**config.mk**
```make
export PLATFORM = sky130hd
export DESIGN_NAME = alu_exec_unit
export DESIGN_NICKNAME = d
export VERILOG_FILES = /design/src/rtl/alu_exec_unit.sv
export SDC_FILE = /design/constraint.sdc
export NUM_CORES = 1
export LEC_CHECK = 0
export BUFFER_PORTS_ARGS = -buffer_cell sky130_fd_sc_hd__buf_2
export CORE_MARGIN = 3
export CORE_UTILIZATION = 36
export CTS_CLUSTER_SIZE = 14
export DETAILED_ROUTE_END_ITERATION = 8
export GPL_ROUTABILITY_DRIVEN = 0
export PLACE_DENSITY = 0.58
export SLEW_MARGIN = 20
export SYNTH_ARGS = -nofsm -noshare
export SYNTH_HDL_FRONTEND = slang
export SYNTH_SLANG_ARGS = --single-unit
```
**constraint.sdc**
```tcl
create_clock -name clk -period 3 [get_ports clk]
set_input_delay 0.3 -clock clk [delete_from_list [all_inputs] [get_ports clk]]
set_output_delay 0.3 -clock clk [all_outputs]
set_load 0.05 [all_outputs]
```
**src/rtl/alu_exec_unit.sv**
```systemverilog
// Execute-stage ALU: single-cycle add/sub/logic/slt, bit-serial shifts,
// valid/ready handshake on both sides and a synchronous flush.
module alu_exec_unit #(
  parameter  int WIDTH = 32,
  localparam int SHW   = $clog2(WIDTH)
) (
  input  logic             clk,
  input  logic             rst_n,
  input  logic             in_valid,
  output logic             in_ready,
  input  logic [3:0]       ALUControl,
  input  logic [WIDTH-1:0] srcA,
  input  logic [WIDTH-1:0] srcB,
  input  logic             flush,
  output logic             out_valid,
  input  logic             out_ready,
  output logic [WIDTH-1:0] result,
  output logic             zero,
  output logic             lt,
  output logic             ltu
);

  typedef enum logic [1:0] {IDLE, SHIFT, DONE} state_t;

  localparam logic [3:0] OP_ADD = 4'd0;
  localparam logic [3:0] OP_SUB = 4'd1;
  localparam logic [3:0] OP_AND = 4'd2;
  localparam logic [3:0] OP_OR  = 4'd3;
  localparam logic [3:0] OP_XOR = 4'd4;
  localparam logic [3:0] OP_SLT = 4'd5;
  localparam logic [3:0] OP_SLL = 4'd6;
  localparam logic [3:0] OP_SRL = 4'd7;
  localparam logic [3:0] OP_SRA = 4'd8;

  // Single-cycle result; shifts only land here with a zero amount.
  function automatic logic [WIDTH-1:0] alu_op(input logic [3:0] op,
                                               input logic signed [WIDTH-1:0] a,
                                               input logic signed [WIDTH-1:0] b);
    logic [WIDTH-1:0] r;
    case (op)
      OP_ADD:                 r = a + b;
      OP_SUB:                 r = a - b;
      OP_AND:                 r = a & b;
      OP_OR:                  r = a | b;
      OP_XOR:                 r = a ^ b;
      OP_SLT:                 r = {{(WIDTH-1){1'b0}}, (a < b)};
      OP_SLL, OP_SRL, OP_SRA: r = a;
      default:                r = '0;
    endcase
    return r;
  endfunction

  function automatic logic [WIDTH-1:0] shift_step(input logic [3:0]       op,
                                                  input logic [WIDTH-1:0] acc,
                                                  input logic             fill);
    logic [WIDTH-1:0] r;
    case (op)
      OP_SLL:  r = {acc[WIDTH-2:0], 1'b0};
      OP_SRL:  r = {1'b0, acc[WIDTH-1:1]};
      default: r = {fill, acc[WIDTH-1:1]};
    endcase
    return r;
  endfunction

  state_t           state_q, state_d;
  logic [WIDTH-1:0] acc_q, acc_d;
  logic [SHW-1:0]   cnt_q, cnt_d;
  logic [3:0]       op_q, op_d;
  logic             sign_q, sign_d;
  logic             zero_q, zero_d;
  logic             lt_q, lt_d;
  logic             ltu_q, ltu_d;

  logic [WIDTH-1:0] alu_res;
  logic [WIDTH-1:0] step_res;
  logic [SHW-1:0]   amt;
  logic             is_shift;

  assign alu_res  = alu_op(ALUControl, srcA, srcB);
  assign step_res = shift_step(op_q, acc_q, sign_q);
  assign amt      = srcB[SHW-1:0];
  assign is_shift = (ALUControl == OP_SLL) || (ALUControl == OP_SRL) ||
                    (ALUControl == OP_SRA);

  always_comb begin
    state_d = state_q;
    acc_d   = acc_q;
    cnt_d   = cnt_q;
    op_d    = op_q;
    sign_d  = sign_q;
    zero_d  = zero_q;
    lt_d    = lt_q;
    ltu_d   = ltu_q;
    if (flush) begin
      state_d = IDLE;
    end else begin
      case (state_q)
        IDLE: begin
          if (in_valid) begin
            lt_d  = $signed(srcA) < $signed(srcB);
            ltu_d = srcA < srcB;
            if (is_shift && (amt != '0)) begin
              acc_d   = srcA;
              cnt_d   = amt;
              op_d    = ALUControl;
              sign_d  = srcA[WIDTH-1];
              state_d = SHIFT;
            end else begin
              acc_d   = alu_res;
              zero_d  = (alu_res == '0);
              state_d = DONE;
            end
          end
        end
        SHIFT: begin
          acc_d = step_res;
          cnt_d = cnt_q - SHW'(1);
          if (cnt_q == SHW'(1)) begin
            zero_d  = (step_res == '0);
            state_d = DONE;
          end
        end
        DONE: begin
          if (out_ready) state_d = IDLE;
        end
        default: state_d = IDLE;
      endcase
    end
  end

  always_ff @(posedge clk or negedge rst_n) begin
    if (!rst_n) begin
      state_q <= IDLE;
      acc_q   <= '0;
      cnt_q   <= '0;
      op_q    <= '0;
      sign_q  <= 1'b0;
      zero_q  <= 1'b0;
      lt_q    <= 1'b0;
      ltu_q   <= 1'b0;
    end else begin
      state_q <= state_d;
      acc_q   <= acc_d;
      cnt_q   <= cnt_d;
      op_q    <= op_d;
      sign_q  <= sign_d;
      zero_q  <= zero_d;
      lt_q    <= lt_d;
      ltu_q   <= ltu_d;
    end
  end

  assign in_ready  = (state_q == IDLE);
  assign out_valid = (state_q == DONE);
  assign result    = acc_q;
  assign zero      = zero_q;
  assign lt        = lt_q;
  assign ltu       = ltu_q;

endmodule

```
### Word-level counts from Yosys, hierarchy flattened

Cells that the tools add are included.

* register bits after elaboration: 47
* input port bits: 73
* output and inout port bits: 37
* logic and storage cells: 71

* add/subtract/negate cells: 3
* $lt $le $gt $ge: 2
* equality and inequality tests: 20
* muxes and demuxes: 18
* bitwise operators: 4
* reduce and logical (&&, ||, !) cells: 16

Operators by type and width (count)
* case mux 32 bit (7 select lines): 1
* case mux 32 bit (2 select lines): 2
* zero test 32 bit: 2
* less-than comparator 32 bit: 2
* 2-to-1 mux 32 bit: 2
* adder 32 bit: 1
* bitwise AND 32 bit: 1
* bitwise OR 32 bit: 1
* subtractor 32 bit: 1
* XOR 32 bit: 1
* equality test 4 x 3 -> 1 bit, second input constant: 6
* 2-to-1 mux 2 bit: 5
* 2-to-1 mux 5 bit: 2
* case mux 5 bit (2 select lines): 1
* AND reduction 3 bit: 3
* equality test 4 x 2 -> 1 bit, second input constant: 2
* AND reduction 4 bit: 2
* inequality test 2 bit, second input constant: 3
* inequality test 3 x 2 -> 1 bit, second input constant: 2
* case mux 2 bit (3 select lines): 1
* equality test 5 x 1 -> 1 bit, second input constant: 1
* AND reduction 5 bit: 1
* nonzero test 5 bit: 1
* subtractor 5 x 1 -> 5 bit, second input constant: 1
* 15 further kinds: 18

### Longest topological paths before layout

Gate-level depths: netlist of the first run.

* depth after elaboration: 8
* gate-level depth with buffers: 15
* depth with buffers taken out: 14

### Worst setup path after synthesis of the first run

No wires, ideal clock.

* kind: input port to flip-flop
* from: in srcA[0]
* to: reg zero_q, in the netlist zero
* library setup time: 76 ps
* arrival: 3360 ps
* required time: 2924 ps
* setup slack: -436 ps
* stages: 14
* path buffers: 0
* cells stage by stage: inv_1 > ha_1 > fa_1 > o21bai_1 > nand2_1 > a2111oi_0 > a211o_1 > mux2i_1 > nand4_1 > or4_1 > a2111oi_0 > and4b_1 > nand4b_1 > o21ai_1

* cells in the longest elaborated chain, start to end: 6
* elaborated cells between the ends (all ways): 11
* classes of those cells: add/sub (2); order compare (1); mux (4); bitwise (3); reduce/logical (1)

RTL lines
* start: declaration: RTL line 12 `input logic [WIDTH-1:0] srcA,`
* subtractor 32 bit, or another cell as far along: RTL line 42 `OP_SUB: r = a - b;`
* case mux 32 bit (7 select lines) (*): RTL line 40 `case (op)`
* zero test 32 bit (*): RTL line 110 `zero_d = (alu_res == '0);`
* 2-to-1 mux 1 bit (*): RTL line 102 `if (is_shift && (amt != '0)) begin`
* 2-to-1 mux 1 bit (*): RTL line 99 `if (in_valid) begin`
* case mux 1 bit (2 select lines) (*): RTL line 97 `case (state_q)`
* end signal: assignment: RTL line 147 `zero_q <= zero_d;`
* end: declaration: RTL line 70 `logic zero_q, zero_d;`

Every way passes the cells marked *; elsewhere a longest branch is shown, timed or not. The select of a mux whose other input is x is not followed.
A chain may end at the register's enable or synchronous reset.

### Worst setup path in the final report of the first run

Same ends and word-level chain as after synthesis.

==> flow_metrics.py, run 1 <==
metrics = {
    "critical_path": {
        "cp.arrival_ns": 3.42,
        "cp-start-kind": "primary input",
        "rr_startpoint": "cnt_q[1]",
        "reg2reg_slack_ns": 0.35,
        "crit_path_max_incr_delay_ns": 0.46,
        "critPathKind": "in2reg",
        "cp.required_ns": 3.22,
        "cp_cell_sequence": "buf_12 -> ha_2 -> fa_2 -> a21oi_4 -> o211ai_4 -> buf_4 -> a221o_1 -> a221oi_2 -> nand4_1 -> or4_4 -> a2111oi_4 -> and4b_1 -> nand4b_1 -> o21ai_1",
        "critPathTopFamily": "compound AO/OA/AOI/OAI gates",
        "crit_path_end_kind": "register",
        "cp_max_fo": 5,
        "setup.worst_path.start": "srcA[0]",
        "crit_slowest_cell": "or4_4",
        "cp.buffers_inverters": 2,
    },
    "timing": {
        "fin_ws_ns": -0.196,
        "setup_viol": 2,
        "period_share_pct": 107,
        "timing.fmax_mhz": 313,
        "grt_setup_unrepaired": "true",
        "clock_skew_ns": 0.00282,
        "relSlewSlack_pct": 55.4,
        "fin_crit_ns": 3.20,
        "tightest_slew_ns": 0.669,
        "slew_viol_final": 0,
        "hold_viol": 0,
    },
    "worst_hold_path": {
        "hold_class": "in2async",
    },
    "job": {
        "drv_cap": 0,
    },
    "layout": {
        "final_area_um2": 13200,
        "fin_util_pct": 55.9,
        "areaGrowthSynthToFinish_pct": 51.5,
        "drive_gt1_share_pct": 39.3,
        "antenna_cells": 0,
        "n_fill_cell": 2274,
        "finalNetCount": 1853,
    },
    "logic_synthesis": {
        "synth.cell_area_um2": 8710,
        "ys_warn_count": 0,
        "synth_top_area_cell": "ha_1",
        "avgSynthCellArea_um2": 6.99,
        "syn-instance-count": 1247,
        "synth.net_count": 1432,
        "ys_seq_area_share_pct": 13.5,
        "synth_top_area_share_pct": 15.8,
        "synthArstFlopShare_pct": 100,
        "synth_edf_count": 0,
        "yosys_register_bits": 47,
        "netlist_top_cells_area": "ha_1 16%, dfrtp_1 14%, o21ai_0 6.8%, nand2_1 6.5%, a21oi_1 5.2%",
        "synthFlopType": "dfrtp_1",
        "ys_types": 90,
    },
    "cts": {
        "clk_pin_slew_ns": 0.06,
        "cts_max_level": 2,
        "clock_latency_ns": 0.29,
        "numCtsBuffers": 5,
        "root_buffer": "clkbuf_16",
        "clockBufferDepth": 2,
        "cts.sinks": 47,
        "postCtsHoldBufs": 0,
        "cts_tree": "yes",
    },
    "place": {
        "dp_hpwl_mm": 28.0,
        "portBuffers": 109,
        "post_dp_cell_area_um2": 12200,
    },
    "routing": {
        "drt-total-wl_mm": 35.2,
        "vias_per_cell": 5.68,
        "ant_nets": 0,
        "wl_per_cell_um": 17.7,
        "dr_total_vias": 11300,
        "drc": 0,
        "first_pass_iters": 5,
        "dr.first_iter.drc_count": 1105,
    },
    "global_route": {
        "grt_pass1_wl_mm": 55.8,
        "grt_usage_pct": 25.8,
        "grt_pass1_vias": 10900,
        "grt-ovfl-total": 0,
        "grt_max_degree": 65,
        "antenna_found_initial": 0,
    },
    "power": {
        "p_per_area_nw_per_um2": 359,
        "ir_drop_uv": 359,
        "share_comb_of_total_power_pct": 66.1,
        "p_leak_nw": 6.25,
        "p_int_mw": 2.41,
        "switchingPower_mw": 2.33,
        "clockPowerShare_pct": 11.9,
        "power_mw": 4.73,
        "switching_share_pct": 49.1,
        "p_seq_share_pct": 22.0,
    },
    "run_status": {
        "status": "finished, violations left",
        "violations": "negative setup slack",
    },
    "floorplan": {
        "placementRows": 56,
        "core_um2": 23600,
        "die_x_um": 162,
        "start_util_pct": 36.9,
        "io_pins": 110,
        "die_h_um": 162,
        "die_area_um2": 26100,
    },
}
## sequential cells by signal (all words and copies together), names as in the netlist
signal   count
zero         1
op_q         4
ltu          1
result      32
sign_q       1
cnt_q        5
state_q      2
lt           1
## synth_stat cells (all sizes together), types with 4 or more instances
cell and instances:
a31oi 13, o211ai 9, clkbuf 49, or3 7, a21oi 91, o21bai 17, a211o 8, a222oi 8
o21ai 122, a21o 26, a221oi 9, or2 8, nor4 27, buf 31, and3 11, nand4 14
a22o 6, ha 110, nand2b 14, nand3 48, a221o 8, o41ai 8, dfrtp 47, a22oi 11
inv 101, a311oi 5, mux2i 10, nor2 81, a2111oi 5, a211oi 24, o31ai 14, a31o 7
or4 7, and2 7, nor3 35, nand2 151, o21a 7, o221ai 7, a21boi 4, nor2b 13
mux2 9, o221a 5, xnor2 4
## power groups by stage
stage               registers [mW]  logic [mW]  clock network (mW)
floorplan                     1.42        1.26                   0
global placement              1.04        2.82                   0
detailed placement            1.05        2.86                   0
CTS                           1.04        2.95               0.572
global route                  1.07        3.37               0.596
finish                        1.04        3.13               0.564
## cell families (layout without fill, tap and decap cells)
kind of cell	after synthesis	count (layout)	share of synthesized area, %
compound gates	445	445	34.8
simple gates	438	438	24.3
buf+inv	182	603	8.43
fa+ha+maj	112	112	16.3
flops	47	47	13.5
mux	19	19	2.31
xor+xnor	4	4	0.402
## metrics by stage
stage | TNS [ns] | cells | hold slack [ns] | setup WS (ns)
2_1_floorplan | -0.150 | 1247 | 0.00441 | -0.150
3_3_place_gp | -7.08 | 1961 | 0.485 | -0.693
3_5_place_dp | -7.76 | 1961 | 0.489 | -0.777
4_1_cts | -0.240 | 1976 | 0.179 | -0.203
5_1_grt | -0.733 | 1987 | 0.0729 | -0.269
6_report | -0.223 | 1987 | 0.0142 | -0.196
## area by class of cell
cell class              count  area, um2  share of cell area, %
clock buffers               6        139                   1.05
clock inverters             1       5.00                 0.0379
inverters                 102        398                   3.02
multi-input cells        1018       7570                   57.4
flip-flops and latches     47       1180                   8.91
well taps                 319        399                   3.03
repair buffers            494       3510                   26.6
## metal layers
metal | part of all wire, % | up-vias | global-route usage (%) | wire (um)
li1 | - | 5414 | - | -
met4 | 2.8 | 0 | 7.27 | 986
met2 | 46 | 496 | 42.2 | 16300
met1 | 44 | 5306 | 35.9 | 15300
met5 | 0 | - | 0 | 0
met3 | 7.4 | 79 | 2.92 | 2620
## layout by cell type, fill, tap and decap left out, types with 8 or more instances in the layout
cell type / Yosys / layout
a211o_1: 8 / 8
a211oi_1: 22 / 16
a21o_1: 26 / 26
a21oi_1: 90 / 79
a21oi_2: 1 / 10
a221o_1: 8 / 8
a222oi_1: 8 / 8
a22oi_1: 11 / 10
a31oi_1: 13 / 12
and3_1: 11 / 11
buf_2: 20 / 105
buf_4: 3 / 380
dfrtp_1: 47 / 47
ha_1: 110 / 91
ha_4: 0 / 14
inv_1: 99 / 93
mux2_2: 9 / 9
mux2i_1: 10 / 9
nand2_1: 151 / 149
nand2b_1: 14 / 14
nand3_1: 48 / 45
nand4_1: 14 / 14
nor2_1: 81 / 69
nor2_2: 0 / 10
nor2b_1: 12 / 11
nor3_1: 35 / 28
nor4_1: 26 / 21
o211ai_1: 8 / 8
o21ai_0: 119 / 97
o21ai_1: 3 / 17
o21ai_2: 0 / 8
o21bai_1: 17 / 15
o31ai_1: 13 / 10
## repair_timing
| action | 4_1_cts | 5_1_grt |
|---|---|---|
| setup buffers | 8 | 11 |
| gates resized for setup | 63 | 98 |
| setup endpoints to repair | 13 | 18 |
| pin swaps | 27 | 42 |
| endpoints found under the hold margin | 0 | 0 |
## final timing paths
| check | to | cells past startpoint |
|---|---|---|
| worst max-delay path | zero | 14 |
| worst min-delay path | result[3] | 1 |
| worst max register to register | zero | 12 |
| worst min register to register | op_q[3] | 1 |
| max in group asynchronous | result[1] | 1 |
| min in group clk | state_q[1] | 2 |
## worst reg2reg max path: stages (launching register included)
cell and delay, ns:
dfrtp_1 0.37, inv_1 0.09, ha_1 0.15, a31o_2 0.16
o2111ai_1 0.16, nor4_1 0.21, buf_4 0.16, nand4_1 0.13
or4_4 0.46, a2111oi_4 0.18, and4b_1 0.26, nand4b_1 0.11
o21ai_1 0.14
Note: power is estimated with default switching activity, not from simulation.
==> run 2, diff against run 1 <==
Settings changed: ABC_AREA set to 1.
==> run 2 against run 1 <==
Against the previous run: the run now ends clean; sequential share of layout area rose by 2.1 points; clock power rose by 16%; combinational power fell by 9.9%; critical path depth rose by 4; hold slack improved by 0.011 ns; core utilization fell by 15 points; critical endpoint unchanged; largest cell class unchanged; highest routed layer unchanged.
==> flow_metrics.py, run 2 <==
metrics = {
    "critical_path": {
        "setup.worst_path.start": "srcA[14]",
        "crit_path_end_kind": "register",
        "worstSetupEndpoint": "zero",
        "reg2reg_slack_ns": 0.76,
        "rr_startpoint": "op_q[3]",
        "r2r_cells": 10,
        "cp_max_fo": 8,
        "rr_endpoint": "zero",
        "cp.arrival_ns": 2.97,
        "cp.required_ns": 3.23,
        "cp-start-kind": "primary input",
        "critPathKind": "in2reg",
    },
    "cts": {
        "root_buffer": "clkbuf_16",
        "clock_latency_ns": 0.30,
        "clockBufferDepth": 2,
        "cts.sinks": 47,
        "cts_tree": "yes",
        "numCtsBuffers": 5,
        "clk_pin_slew_ns": 0.07,
        "cts_max_level": 2,
    },
    "timing": {
        "period_share_pct": 91.1,
        "slew_viol_final": 0,
        "tightest_slew_ns": 0.744,
        "hold_viol": 0,
        "hold-worst-slack_ns": 0.0256,
        "grt_setup_unrepaired": "false",
        "timing.fmax_mhz": 366,
        "fin_crit_ns": 2.73,
        "setup_viol": 0,
        "relSlewSlack_pct": 50.3,
        "fin_setup_tns_ns": 0,
        "fin_ws_ns": 0.267,
        "clock_skew_ns": 0.00929,
    },
    "power": {
        "power_mw": 4.51,
        "p_seq_share_pct": 23.1,
        "p_leak_nw": 6.10,
        "ir_drop_uv": 261,
        "switching_share_pct": 55.2,
        "p_int_mw": 2.02,
        "clockPowerShare_pct": 14.6,
        "share_comb_of_total_power_pct": 62.4,
        "p_per_area_nw_per_um2": 423,
        "switchingPower_mw": 2.49,
    },
    "logic_synthesis": {
        "avgSynthCellArea_um2": 5.53,
        "synth_most_common_cell": "nand2_1",
        "synthAdderAreaFrac_pct": 14.7,
        "synth-simple-area-share_pct": 40.3,
        "synth_compound_area_share_pct": 15.7,
        "ys_warn_count": 0,
        "synth_mux_area_share_pct": 0.117,
        "ys_seq_area_share_pct": 12.2,
        "syn-instance-count": 1737,
        "synth_top_family_by_area": "simple AND/OR/NAND/NOR gates",
        "yosys_register_bits": 47,
        "synthArstFlopShare_pct": 100,
        "synth.cells.most_frequent": "542 x nand2_1, 331 x inv_1, 156 x nor2_1, 138 x nand3_1, 110 x ha_1",
        "synth_top_area_share_pct": 21.2,
        "netlist_top_cells_area": "nand2_1 21%, ha_1 14%, inv_1 13%, dfrtp_1 12%, nand3_1 7.2%",
        "synth.net_count": 1922,
        "synth_edf_count": 0,
        "synthFlopType": "dfrtp_1",
        "ys_types": 42,
        "synth.cell_area_um2": 9600,
        "synthXorXnorAreaFrac_pct": 0.182,
        "synth_top_area_cell": "nand2_1",
    },
    "place": {
        "dp_hpwl_mm": 30.1,
        "place_inst": 2157,
        "dp_slack_ns": -0.0943,
        "portBuffers": 109,
        "post_dp_cell_area_um2": 10500,
    },
    "layout": {
        "antenna_cells": 0,
        "areaGrowthSynthToFinish_pct": 11.2,
        "fin_util_pct": 40.9,
        "final_common_cell": "nand2_1",
        "final_cells": 2165,
        "finalNetCount": 2014,
        "largest_reg_flops": 32,
        "mostFrequentLayoutCells": "542 x nand2_1, 331 x inv_1, 154 x nor2_1",
        "final_area_um2": 10700,
        "drive_gt1_share_pct": 11.1,
    },
    "floorplan": {
        "core_um2": 26100,
        "io_pins": 110,
        "start_util_pct": 36.8,
        "die_area_um2": 28700,
        "die_h_um": 169,
        "die_x_um": 169,
        "placementRows": 59,
    },
    "routing": {
        "vias_per_cell": 5.21,
        "wl_per_cell_um": 16.7,
        "drt-total-wl_mm": 36.2,
        "drc": 0,
        "ant_nets": 0,
        "first_pass_iters": 6,
        "dr.first_iter.drc_count": 1116,
        "dr_total_vias": 11300,
    },
    "run_status": {
        "status": "completed",
    },
    "global_route": {
        "grt_max_degree": 48,
        "antenna_found_initial": 0,
        "grt-ovfl-total": 0,
        "grt_usage_pct": 24.5,
        "grt_pass1_wl_mm": 56.1,
        "grt_pass1_vias": 10600,
    },
    "job": {
        "drv_cap": 0,
    },
    "worst_hold_path": {
        "hold_class": "in2async",
    },
}
## run 2: final cells by class
cell class / count / area (um2)
sequential: 47 / 1180
clock inverter: 3 / 46.3
multi-input combinational: 1296 / 6830
inverter: 338 / 1270
timing repair buffer: 141 / 813
fill: 2977 / 15500
clock buffer: 5 / 125
tap: 335 / 419
## run 2: worst min path at each step
stage,cells after the start,slack [ns],to,startpoint
2_1_floorplan,0,0.004,cnt_q[0],rst_n
3_3_place_gp,2,0.47,sign_q,sign_q
3_5_place_dp,2,0.48,sign_q,sign_q
4_1_cts,2,0.18,state_q[1],out_ready
5_1_grt,1,0.07,cnt_q[3],rst_n
6_report,1,0.03,cnt_q[4],rst_n
## run 2: repair_timing
item                                    in CTS  in global routing
endpoints found under the setup margin       0                  1
resized for setup                            0                  1
setup buffers                                0                  0
hold buffers                                 0                  0
## run 2: cell families (layout without fill, tap and decap cells)
logic type / count (synthesis) / count (layout)
compound gates: 259 / 259
xor+xnor: 2 / 2
fa+ha+maj: 112 / 112
buf+inv: 394 / 487
flops: 47 / 47
mux: 1 / 1
simple gates: 922 / 922
## run 2: power by group through the flow
stage / Combinational, mW / Sequential, mW / Clock (mW)
4_1_cts: 2.79 / 1.04 / 0.671
2_1_floorplan: 1.47 / 1.53 / 0
5_1_grt: 3.10 / 1.06 / 0.699
3_3_place_gp: 2.76 / 1.05 / 0
3_5_place_dp: 2.78 / 1.05 / 0
6_report: 2.82 / 1.04 / 0.657
## run 2: worst max-delay path, stage by stage
cell	delay, ns
buf_2	0.10
inv_1	0.06
ha_1	0.45
nand2_1	0.17
nor2_1	0.33
and3_1	0.22
nand2_1	0.09
nand2_1	0.20
nand2_1	0.08
nand3_1	0.07
nand2_1	0.06
nor2_2	0.24
nand3_1	0.12
nor2_1	0.10
nand3_1	0.09
nor2_1	0.11
nand2_1	0.07
a21oi_2	0.11
## run 2: metal layers
layer / up-vias / part of all wire [%] / global-route usage [%]
met3: 74 / 8.0 / 4.17
met5: - / 0 / 0
li1: 5645 / - / -
met2: 466 / 45 / 40.6
met1: 5091 / 44 / 32.3
met4: 0 / 3.5 / 8.36
==> run 3, diff against run 2 <==
Clock period 3 ns to 2.8 ns, I/O delays scaled along.
==> run 3 against run 2 <==
Against the previous run: critical path depth unchanged; via count up 3.6%; core utilization up 2.3 points; sequential power up 7%; wire length up 0.32%; first-iteration DRC count down 2.4%; cell count up 3.7%; die area unchanged; flip-flop and latch count unchanged; critical endpoint unchanged; largest cell class unchanged.
==> flow_metrics.py, run 3 (same netlist as run 2, synthesis figures left out) <==
metrics = {
    "run_status": {
        "status": "completed",
    },
    "routing": {
        "dr.first_iter.drc_count": 1089,
        "dr_total_vias": 11700,
        "wl_per_cell_um": 16.2,
        "ant_nets": 0,
        "first_pass_iters": 7,
        "drc": 0,
        "drt-total-wl_mm": 36.3,
        "vias_per_cell": 5.20,
    },
    "critical_path": {
        "cp-start-kind": "primary input",
        "reg2reg_slack_ns": 0.43,
        "cp.required_ns": 3.03,
        "rr_endpoint": "zero",
        "rr_startpoint": "op_q[3]",
        "cp.arrival_ns": 2.80,
        "crit_path_end_kind": "register",
        "r2r_cells": 11,
        "critPathKind": "in2reg",
        "cp_max_fo": 4,
    },
    "timing": {
        "fin_ws_ns": 0.238,
        "tightest_slew_ns": 0.828,
        "slew_viol_final": 0,
        "grt_setup_unrepaired": "false",
        "clock_skew_ns": 0.00966,
        "setup_viol": 0,
        "fin_crit_ns": 2.56,
        "timing.fmax_mhz": 390,
        "period_share_pct": 91.5,
        "hold_viol": 0,
        "relSlewSlack_pct": 44.8,
    },
    "place": {
        "dp_hpwl_mm": 30.3,
        "portBuffers": 109,
        "dp_slack_ns": -0.132,
        "post_dp_cell_area_um2": 11100,
    },
    "cts": {
        "postCtsHoldBufs": 0,
        "clk_pin_slew_ns": 0.07,
        "postCtsSetupBuffers": 0,
        "numCtsBuffers": 5,
        "cts_resized": 0,
        "root_buffer": "clkbuf_16",
        "clock_latency_ns": 0.30,
        "clockBufferDepth": 2,
        "cts.sinks": 47,
        "cts_tree": "yes",
        "cts_max_level": 2,
    },
    "global_route": {
        "grt_pass1_wl_mm": 57.9,
        "grt-ovfl-total": 0,
        "grt_max_degree": 44,
        "grt_pass1_vias": 11000,
        "grt_usage_pct": 25.0,
        "antenna_found_initial": 0,
    },
    "floorplan": {
        "core_um2": 26100,
        "start_util_pct": 36.8,
        "die_x_um": 169,
        "io_pins": 110,
        "die_area_um2": 28700,
        "placementRows": 59,
        "die_h_um": 169,
    },
    "layout": {
        "final_common_cell": "nand2_1",
        "antenna_cells": 0,
        "mostFrequentLayoutCells": "541 x nand2_1, 331 x inv_1, 153 x nor2_1",
        "areaGrowthSynthToFinish_pct": 17.4,
        "drive_gt1_share_pct": 15.0,
        "largest_reg_flops": 32,
        "final_area_um2": 11300,
        "finalNetCount": 2094,
    },
    "power": {
        "p_leak_nw": 6.48,
        "p_per_area_nw_per_um2": 440,
        "ir_drop_uv": 289,
    },
    "job": {
        "drv_cap": 0,
    },
    "worst_hold_path": {
        "hold_class": "in2async",
    },
}
[run 3: critical path, stage by stage]
cell     delay [ns]
buf_2          0.12
ha_1           0.25
fa_1           0.44
nand2_1        0.10
nand2_1        0.07
nand2_1        0.10
inv_1          0.09
nand3_1        0.10
nand3_1        0.14
nand2_1        0.17
nand3_1        0.09
nand3_1        0.10
nand3_1        0.18
nor2_1         0.15
nand3_1        0.12
nor2_1         0.10
nand2_1        0.07
a21oi_2        0.11
[run 3: layer usage]
metal  up-vias  track usage [%]  wire length [um]
met4         0             6.90               957
met1      5349             34.5             16100
met5         -                0                 0
met3        66             2.98              2950
met2       454             41.3             16300
li1       5815                -                 -
[run 3: worst max-delay path by stage]
| stage | from | end | slack [ns] | cells after the start |
|---|---|---|---|---|
| 2_1_floorplan | state_q[0] | result[0] | 0.54 | 8 |
| 3_3_place_gp | srcB[18] | zero | -0.11 | 19 |
| 3_5_place_dp | srcA[0] | zero | -0.13 | 21 |
| 4_1_cts | srcA[0] | zero | 0.18 | 21 |
| 5_1_grt | srcB[17] | zero | 0.004 | 18 |
| 6_report | srcA[0] | zero | 0.24 | 18 |
[run 3: power breakdown]
group | internal, mW | leakage [nW] | total [mW] | switching, mW
sequential | 0.906 | 0.603 | 1.11 | 0.201
combinational | 0.947 | 5.80 | 3.16 | 2.21
clock | 0.422 | 0.0838 | 0.699 | 0.277
[run 3: layout make-up]
cell class | instances | area (um2)
fill | 2990 | 14900
inverter | 338 | 1270
clock buffer | 5 | 125
sequential | 47 | 1180
clock inverter | 3 | 43.8
multi-input combinational | 1296 | 6850
tap | 335 | 419
timing repair buffer | 221 | 1400
[run 3: through the flow]
stage | TNS [ns] | std cells | hold WS [ns] | util [%] | power, mW
after floorplan | 0 | 1737 | -0.0156 | - | 3.21
after global placement | -0.113 | 2237 | 0.423 | 42.4 | 4.21
after detailed placement | -0.132 | 2237 | 0.427 | 42.4 | 4.23
after CTS | 0 | 2245 | 0.114 | 43.1 | 4.93
after global routing | 0 | 2245 | 0.144 | 43.2 | 5.34
final | 0 | 2245 | 0.0835 | 43.2 | 4.97
